## src/rtl/txn_sequencer.sv

```systemverilog
// OUT-transaction sequencer: token, data, handshake with bounded retry.
// Optional per-state watchdog is built when TXN_WATCHDOG_EN is defined.
module txn_sequencer #(
  parameter int MAX_RETRY = 8
) (
  input  logic       clk,
  input  logic       rst,
  input  logic       start,
  input  logic       pause,
  input  logic       token_done,
  input  logic       data_done,
  input  logic       hs_ack,
  input  logic       hs_nak,
  input  logic       hs_fail,
  output logic       send_token,
  output logic       send_data,
  output logic       receive_hand,
  output logic       done,
  output logic       success,
  output logic       error,
  output logic [3:0] retry_cnt
);

  typedef enum logic [2:0] {
    S_IDLE,
    S_TOKEN,
    S_DATA,
    S_HAND,
    S_WAIT_HAND,
    S_FINISH_OK,
    S_FINISH_ERR
  } state_t;

  state_t     r_state;
  logic [3:0] r_retry;
  logic [4:0] w_retry_inc;
  logic       w_retry_last;
  logic       w_hs_retry;
  logic       w_wdog_exp;

  assign w_retry_inc  = {1'b0, r_retry} + 5'd1;
  assign w_retry_last = (w_retry_inc >= 5'(MAX_RETRY));
  assign w_hs_retry   = hs_nak | hs_fail;

`ifdef TXN_WATCHDOG_EN
  logic [7:0] r_wdog;
  logic       w_wait_hold;

  // Counter runs only while a waiting state keeps waiting; any other cycle
  // zeroes it, so every entry into TOKEN/DATA/WAIT_HAND starts from 0.
  assign w_wait_hold = ((r_state == S_TOKEN)     && !token_done) ||
                       ((r_state == S_DATA)      && !data_done)  ||
                       ((r_state == S_WAIT_HAND) && !(hs_ack | hs_nak | hs_fail));
  assign w_wdog_exp  = (r_wdog == 8'hFF);

  always_ff @(posedge clk) begin
    if (rst) begin
      r_wdog <= 8'd0;
    end else if (!pause) begin
      r_wdog <= w_wait_hold ? (r_wdog + 8'd1) : 8'd0;
    end
  end
`else
  assign w_wdog_exp = 1'b0;
`endif

  always_ff @(posedge clk) begin
    if (rst) begin
      r_state <= S_IDLE;
      r_retry <= 4'd0;
    end else if (!pause) begin
      case (r_state)
        S_IDLE: begin
          if (start) begin
            r_state <= S_TOKEN;
            r_retry <= 4'd0;
          end
        end
        S_TOKEN: begin
          if (token_done)      r_state <= S_DATA;
          else if (w_wdog_exp) r_state <= S_FINISH_ERR;
        end
        S_DATA: begin
          if (data_done)       r_state <= S_HAND;
          else if (w_wdog_exp) r_state <= S_FINISH_ERR;
        end
        S_HAND: r_state <= S_WAIT_HAND;
        S_WAIT_HAND: begin
          // ack wins over nak/fail; the retry budget counts every attempt made
          if (hs_ack) begin
            r_state <= S_FINISH_OK;
          end else if (w_hs_retry) begin
            r_retry <= w_retry_inc[3:0];
            r_state <= w_retry_last ? S_FINISH_ERR : S_TOKEN;
          end else if (w_wdog_exp) begin
            r_state <= S_FINISH_ERR;
          end
        end
        S_FINISH_OK:  r_state <= S_IDLE;
        S_FINISH_ERR: r_state <= S_IDLE;
        default:      r_state <= S_IDLE;
      endcase
    end
  end

  assign send_token   = !pause && (r_state == S_TOKEN);
  assign send_data    = !pause && (r_state == S_DATA);
  assign receive_hand = !pause && (r_state == S_HAND);
  assign success      = !pause && (r_state == S_FINISH_OK);
  assign error        = !pause && (r_state == S_FINISH_ERR);
  assign done         = success | error;
  assign retry_cnt    = r_retry;

endmodule

```

## config.mk

```make
export PLATFORM = sky130hd
export DESIGN_NAME = txn_sequencer
export DESIGN_NICKNAME = d
export VERILOG_FILES = /design/src/rtl/txn_sequencer.sv
export SDC_FILE = /design/constraint.sdc
export NUM_CORES = 1
export LEC_CHECK = 0
export CAP_MARGIN = 20
export CELL_PAD_IN_SITES_DETAIL_PLACEMENT = 0
export CELL_PAD_IN_SITES_GLOBAL_PLACEMENT = 1
export CORE_MARGIN = 2
export CORE_UTILIZATION = 30
export DETAILED_ROUTE_END_ITERATION = 8
export GPL_ROUTABILITY_DRIVEN = 0
export PLACE_DENSITY_LB_ADDON = 0.1
export SLEW_MARGIN = 0
export SYNTH_ARGS = -nofsm -noshare
export SYNTH_HDL_FRONTEND = slang
export SYNTH_SLANG_ARGS = --single-unit
```

## constraint.sdc

```tcl
create_clock -name clk -period 1.7 [get_ports clk]
set_input_delay 0.17 -clock clk [delete_from_list [all_inputs] [get_ports clk]]
set_output_delay 0.17 -clock clk [all_outputs]
set_load 0.02 [all_outputs]
```

==> results of run 1 <==
[cells by family after synthesis]
group / count (synthesis) / share of synthesized area [%]
DFF: 7 / 25.6
AOI/OAI and AO/OA: 23 / 26.7
buffers and inverters: 7 / 7.31
and+or+nand+nor: 31 / 34.0
muxes: 1 / 1.83
adders and majority gates: 2 / 4.57
[Yosys cell counts (all sizes together) (3+ instances only)]
library cell,number
nand2b,4
o21ai,4
nor3,3
buf,4
a21oi,9
nor2,4
dfxtp,7
[routing by layer]
layer | share of wire [%] | global-route usage (%) | routed length [µm]
met1 | 51 | 20.7 | 762
met2 | 45 | 22.8 | 669
met3 | 3.8 | 6.92 | 57
met4 | 0.60 | 1.67 | 9
met5 | 0 | 0 | 0
[worst max-delay path, delay by kind of cell (launching register included)]
family	cells	cell delay [ps]
flops	1	350
compound gates	1	160
simple gates	2	880
buf+inv	1	160
[state kept, by name, indices dropped and copies added (netlist names)]
name and cells:
r_state 3, retry_cnt 4
[how the worst max path moves through the flow]
stage	from	end	slack [ps]	cells after the start
2_1_floorplan	retry_cnt[2]$_SDFFE_PP0P_	retry_cnt[3]$_SDFFE_PP0P_	6	4
3_3_place_gp	pause	retry_cnt[2]$_SDFFE_PP0P_	-110	4
3_5_place_dp	pause	retry_cnt[2]$_SDFFE_PP0P_	-160	4
4_1_cts	r_state[1]$_SDFFE_PP0P_	retry_cnt[2]$_SDFFE_PP0P_	20	4
5_1_grt	r_state[1]$_SDFFE_PP0P_	retry_cnt[2]$_SDFFE_PP0P_	8	4
6_report	r_state[1]$_SDFFE_PP0P_	retry_cnt[2]$_SDFFE_PP0P_	80	4
[what timing repair did]
| action | in CTS | in global routing |
|---|---|---|
| setup endpoints to repair | 6 | 4 |
| gates cloned | 0 | 0 |
| gates resized for setup | 6 | 7 |
[power by group]
part           internal [W]  total [W]  switching (W)
registers          0.000167   0.000173     0.00000512
logic             0.0000530  0.0000971      0.0000442
clock network     0.0000900   0.000158      0.0000684
[layout make-up]
type / instances / area, µm²
tap: 25 / 31.3
sequential: 7 / 143
inverter: 1 / 3.75
clock buffer: 4 / 26.3
fill: 184 / 848
timing repair buffer: 34 / 289
multi-input combinational: 57 / 385
[stage by stage]
stage / worst slack (ps) / hold WS [ps]
global route: 7.94 / 562
finish: 81.7 / 519
CTS: 21.8 / 522
global placement: -110 / 516
floorplan: 6.11 / 368
detailed placement: -162 / 511
[layout by cell type (no fill, tap or decap), types with 2 or more instances in the layout]
master           instances
a21oi_1                  8
buf_4                   16
clkbuf_4                 3
clkdlybuf4s50_1         12
dfxtp_1                  5
dfxtp_2                  2
dlygate4sd2_1            5
ha_1                     2
nand2_1                  2
nand2b_1                 4
nand3_1                  2
nand3b_1                 2
nor2_1                   4
nor3_1                   3
o211ai_1                 2
o21ai_0                  4
or2_2                    2
or4_1                    2
or4b_1                   2
==> impl_metrics.py, run 1 <==
metrics = {
    "outcome": {
        "status": "complete, no violations",
    },
    "clock_tree": {
        "ctsLongestPathBuffers": 2,
        "h-tree-depth": 1,
        "post_cts_buffers": 0,
        "cts_tree": "done",
        "worst_skew_pair.late_latency_ps": 250,
        "clk_pin_slew_worst_paths_ps": 60,
        "clockRootBuffer": "clkbuf_4",
        "cts_hold_buf": 0,
        "numCtsBuffers": 3,
        "cts_sinks": 7,
    },
    "flow_run": {
        "cap_violations": 0,
    },
    "synthesis": {
        "synthArstFlopShare_pct": 0,
        "yosys_warnings": 0,
        "ys_seq_area_share_pct": 25.6,
        "ys.flop_type": "dfxtp_1",
        "yosysTopAreaCell": "dfxtp_1",
        "synth_top_cell_area_share_pct": 25.6,
        "synth-seq-cells": 7,
        "synth_area_um2": 548,
        "ys_types": 33,
        "synthCells": 71,
        "synthesis.nets": 82,
        "synth_edf_count": 0,
        "yosys-top-cells-area": "dfxtp_1, a21oi_1, ha_1",
        "postSynthAreaPerCell_um2": 7.72,
    },
    "routing": {
        "wire_per_inst_um": 11.7,
        "vias": 627,
        "ant_nets": 0,
        "via_per_inst": 4.90,
        "drc": 0,
        "drt_pre_antenna_iters": 3,
        "first_iter_violations": 3,
        "wirelength_um": 1500,
    },
    "floorplan": {
        "die_x_um": 46.7,
        "coreArea_um2": 1730,
        "fp.dieH_um": 46.7,
        "pin_count": 19,
        "core.rowCount": 15,
        "die-area_um2": 2180,
        "start_util_pct": 31.7,
    },
    "cells_and_area": {
        "diodes": 0,
        "nets": 115,
        "fin_area_um2": 878,
        "drive_gt1_share_pct": 28.2,
        "final_cells": 128,
        "syn_to_final_growth_pct": 60.3,
        "utilization_pct": 50.9,
    },
    "sta": {
        "rsz0062_at_grt": "false",
        "max_freq_mhz": 618,
        "finalHoldViolations": 0,
        "setup_viol": 0,
        "slew_headroom_pct": 68.1,
        "tightestPinTransition_ps": 479,
        "tns_ps": 0,
        "finalClockSkew_ps": 1.23,
        "post-route-period-util_pct": 95.2,
        "period_needed_ps": 1620,
        "finalMaxSlewViolations": 0,
    },
    "min_path": {
        "hold_depth": 2,
        "worstHoldStart": "retry_cnt[3]$_SDFFE_PP0P_",
        "hp-class": "reg2reg",
        "hold_end": "retry_cnt[3]$_SDFFE_PP0P_",
    },
    "critical_path": {
        "critPathArrivalTime_ps": 1800,
        "worst_ep_required_time_ps": 1880,
        "r2r-start": "r_state[1]$_SDFFE_PP0P_",
        "r2r_cells": 4,
        "regToRegSetupSlack_ps": 80,
        "critPathKind": "reg2reg",
        "path_max_fanout": 6,
        "cp-end-kind": "register",
        "crit_slowest_cell": "or4_1",
        "worstReg2RegEnd": "retry_cnt[2]$_SDFFE_PP0P_",
        "cpPeakStageDelay_ps": 470,
        "startpoint_type": "register",
        "crit_chain": "buf_4 > or3_4 > or4_1 > a31oi_1",
    },
    "global_routing": {
        "grt_usage_pct": 15.1,
        "grt_overflow": 0,
        "grt_antenna_before_repair": 0,
        "grt_max_degree": 10,
        "grt_pass1_wl_um": 2310,
        "grt_pass1_vias": 526,
    },
    "power_and_ir_drop": {
        "power_density_nw_per_um2": 487,
        "vdd_drop_max_v": 0.000345,
        "power_w": 0.000428,
        "p_leak_nw": 0.359,
    },
    "placed_design": {
        "portBuffers": 18,
        "place_inst": 124,
        "dpl_cell_area_um2": 846,
        "dpl.hpwl_um": 1170,
    },
}
Power figures use the tool's default switching activity.
==> inputs of run 2 (changes only) <==
ABC_AREA = 1   (was unset)
CAP_MARGIN = 30   (was 20)
CORE_UTILIZATION = 29   (was 30)
==> run 2 against run 1 <==
  * Final cell count increased by 13%
  * Sequential power increased by 20%
  * Clock power decreased by 3%
  * Synthesized cell count increased by 32%
  * Largest cell class unchanged
==> impl_metrics.py, run 2 <==
metrics = {
    "outcome": {
        "status": "complete, no violations",
    },
    "critical_path": {
        "r2r-start": "retry_cnt[0]$_SDFFE_PP0P_",
        "worst_ep_required_time_ps": 1530,
        "cp_num_buf_inv": 1,
        "r2r_cells": 6,
        "critPathArrivalTime_ps": 1370,
        "crit_path_start": "retry_cnt[0]$_SDFFE_PP0P_",
        "cpPeakStageDelay_ps": 650,
        "path_max_fanout": 7,
        "cp-end-kind": "output port",
        "worstReg2RegEnd": "retry_cnt[2]$_SDFFE_PP0P_",
        "critPathKind": "reg2out",
        "regToRegSetupSlack_ps": 350,
        "cp_top_family": "buffers and inverters",
        "crit_slowest_cell": "clkdlybuf4s50_1",
        "startpoint_type": "register",
        "crit_chain": "clkdlybuf4s50_1",
    },
    "sta": {
        "setup_viol": 0,
        "rsz0062_at_grt": "false",
        "post-route-period-util_pct": 90.6,
        "finalMaxSlewViolations": 0,
        "tightestPinTransition_ps": 253,
        "worst_slack_ps": 160,
        "finalClockSkew_ps": 9.36,
        "max_freq_mhz": 650,
        "finalHoldViolations": 0,
        "slew_headroom_pct": 83.1,
        "period_needed_ps": 1540,
    },
    "placed_design": {
        "place_inst": 140,
        "dpl_cell_area_um2": 795,
        "dpl.hpwl_um": 1120,
        "preCtsSetupSlack_ps": -28.2,
        "portBuffers": 18,
    },
    "clock_tree": {
        "clk_pin_slew_worst_paths_ps": 60,
        "cts_sinks": 7,
        "clockRootBuffer": "clkbuf_4",
        "cts_tree": "done",
        "numCtsBuffers": 3,
        "ctsLongestPathBuffers": 2,
        "post_cts_buffers": 0,
        "worst_skew_pair.late_latency_ps": 250,
        "h-tree-depth": 1,
        "cts_hold_buf": 0,
    },
    "synthesis": {
        "yosys-top-cells-area": "dfxtp_1, nand2_1, nor2_1",
        "synthMostInstantiatedCell": "nand2_1",
        "postSynthAreaPerCell_um2": 6.10,
        "synth_edf_count": 0,
        "ys_seq_area_share_pct": 24.5,
        "yosys_warnings": 0,
        "synthesis.nets": 105,
        "ys.flop_type": "dfxtp_1",
        "ys_types": 18,
        "synth_area_um2": 573,
        "synthTopCellsByCount": "nand2_1, nor2_1, inv_1, dfxtp_1",
        "synthCells": 94,
        "synth_top_cell_area_share_pct": 24.5,
        "synthArstFlopShare_pct": 0,
        "synth-seq-cells": 7,
        "yosysTopAreaCell": "dfxtp_1",
    },
    "routing": {
        "wire_per_inst_um": 9.82,
        "first_iter_violations": 29,
        "drc": 0,
        "wirelength_um": 1410,
        "vias": 631,
        "ant_nets": 0,
        "via_per_inst": 4.38,
        "drt_pre_antenna_iters": 4,
    },
    "floorplan": {
        "core.rowCount": 16,
        "fp.dieH_um": 48.5,
        "pin_count": 19,
        "coreArea_um2": 1900,
        "die_x_um": 48.5,
        "start_util_pct": 30.1,
        "die-area_um2": 2350,
    },
    "flow_run": {
        "cap_violations": 0,
    },
    "power_and_ir_drop": {
        "pwr-share-seq_pct": 36.2,
        "power_frac_comb_pct": 37.0,
        "power_density_nw_per_um2": 696,
        "internal_power_w": 0.000353,
        "p_leak_nw": 0.408,
        "p_clk_share_pct": 26.7,
        "vdd_drop_max_v": 0.000359,
        "p_switching_w": 0.000218,
        "switching_share_pct": 38.2,
    },
    "cells_and_area": {
        "syn_to_final_growth_pct": 43.2,
        "final_cells": 144,
        "nets": 129,
        "fin_area_um2": 821,
        "largest_reg_flops": 4,
        "diodes": 0,
        "mostFrequentLayoutCell": "nand2_1",
        "drive_gt1_share_pct": 21.4,
        "mostFrequentLayoutCells": "nand2_1, nor2_1, clkdlybuf4s50_1",
        "nFillCells": 214,
    },
    "global_routing": {
        "grt_usage_pct": 12.4,
        "grt_pass1_wl_um": 2420,
        "grt_overflow": 0,
        "grt_pass1_vias": 600,
        "grt_max_degree": 9,
        "grt_antenna_before_repair": 0,
    },
    "min_path": {
        "worstHoldStart": "retry_cnt[3]$_SDFFE_PP0P_",
        "hold_depth": 2,
        "hp-class": "reg2reg",
        "hold_end": "retry_cnt[3]$_SDFFE_PP0P_",
    },
}
run 2: metrics by stage:
step	hold WS, ps	setup TNS [ps]	power, W	util, %
global route	561	0	0.000615	43.2
finish	517	0	0.000571	43.2
detailed placement	508	-35.1	0.000425	41.8
floorplan	232	0	0.000348	-
CTS	517	0	0.000581	43.0
global placement	495	0	0.000426	41.8
run 2: worst max path at each step:
| stage | end | slack (ps) | depth (start not counted) |
|---|---|---|---|
| 2_1_floorplan | retry_cnt[2]$_SDFFE_PP0P_ | 340 | 6 |
| 3_5_place_dp | done | -30 | 5 |
| 3_3_place_gp | done | 10 | 5 |
| 4_1_cts | success | 7 | 5 |
| 6_report | retry_cnt[0] | 160 | 1 |
| 5_1_grt | send_data | 70 | 4 |
run 2: area by class of cell:
cell class | count | area [µm²] | share of cell area [%]
tap | 27 | 33.8 | 4.12
clock buffer | 3 | 22.5 | 2.74
clock inverter | 1 | 5.00 | 0.610
sequential | 7 | 143 | 17.4
timing repair buffer | 19 | 184 | 22.4
multi-input combinational | 73 | 380 | 46.3
inverter | 14 | 52.6 | 6.40
run 2: power by group through the flow:
stage               clock [W]  combinational [W]  sequential [W]
detailed placement          0           0.000215        0.000210
global route         0.000169           0.000235        0.000211
finish               0.000153           0.000211        0.000207
floorplan                   0           0.000134        0.000214
global placement            0           0.000215        0.000211
CTS                  0.000160           0.000214        0.000207
run 2: cell families after synthesis:
group	count (synthesis)	synth area share [%]
and+or+nand+nor	59	50.9
DFF	7	24.5
buffers and inverters	14	9.17
AOI/OAI and AO/OA	12	11.1
adders and majority gates	2	4.37
run 2: repair_timing:
| action | CTS | global route |
|---|---|---|
| gates resized for setup | 7 | 1 |
| endpoints found under the setup margin | 6 | 1 |
| cloned | 0 | 0 |
run 2: layer usage:
| layer | vias up | routed length, µm | global-route usage (%) |
|---|---|---|---|
| met5 | - | 0 | 0 |
| met4 | 0 | 4 | 4.29 |
| met3 | 2 | 54 | 2.16 |
| met2 | 11 | 628 | 20.6 |
| met1 | 278 | 726 | 16.3 |
| li1 | 340 | - | - |
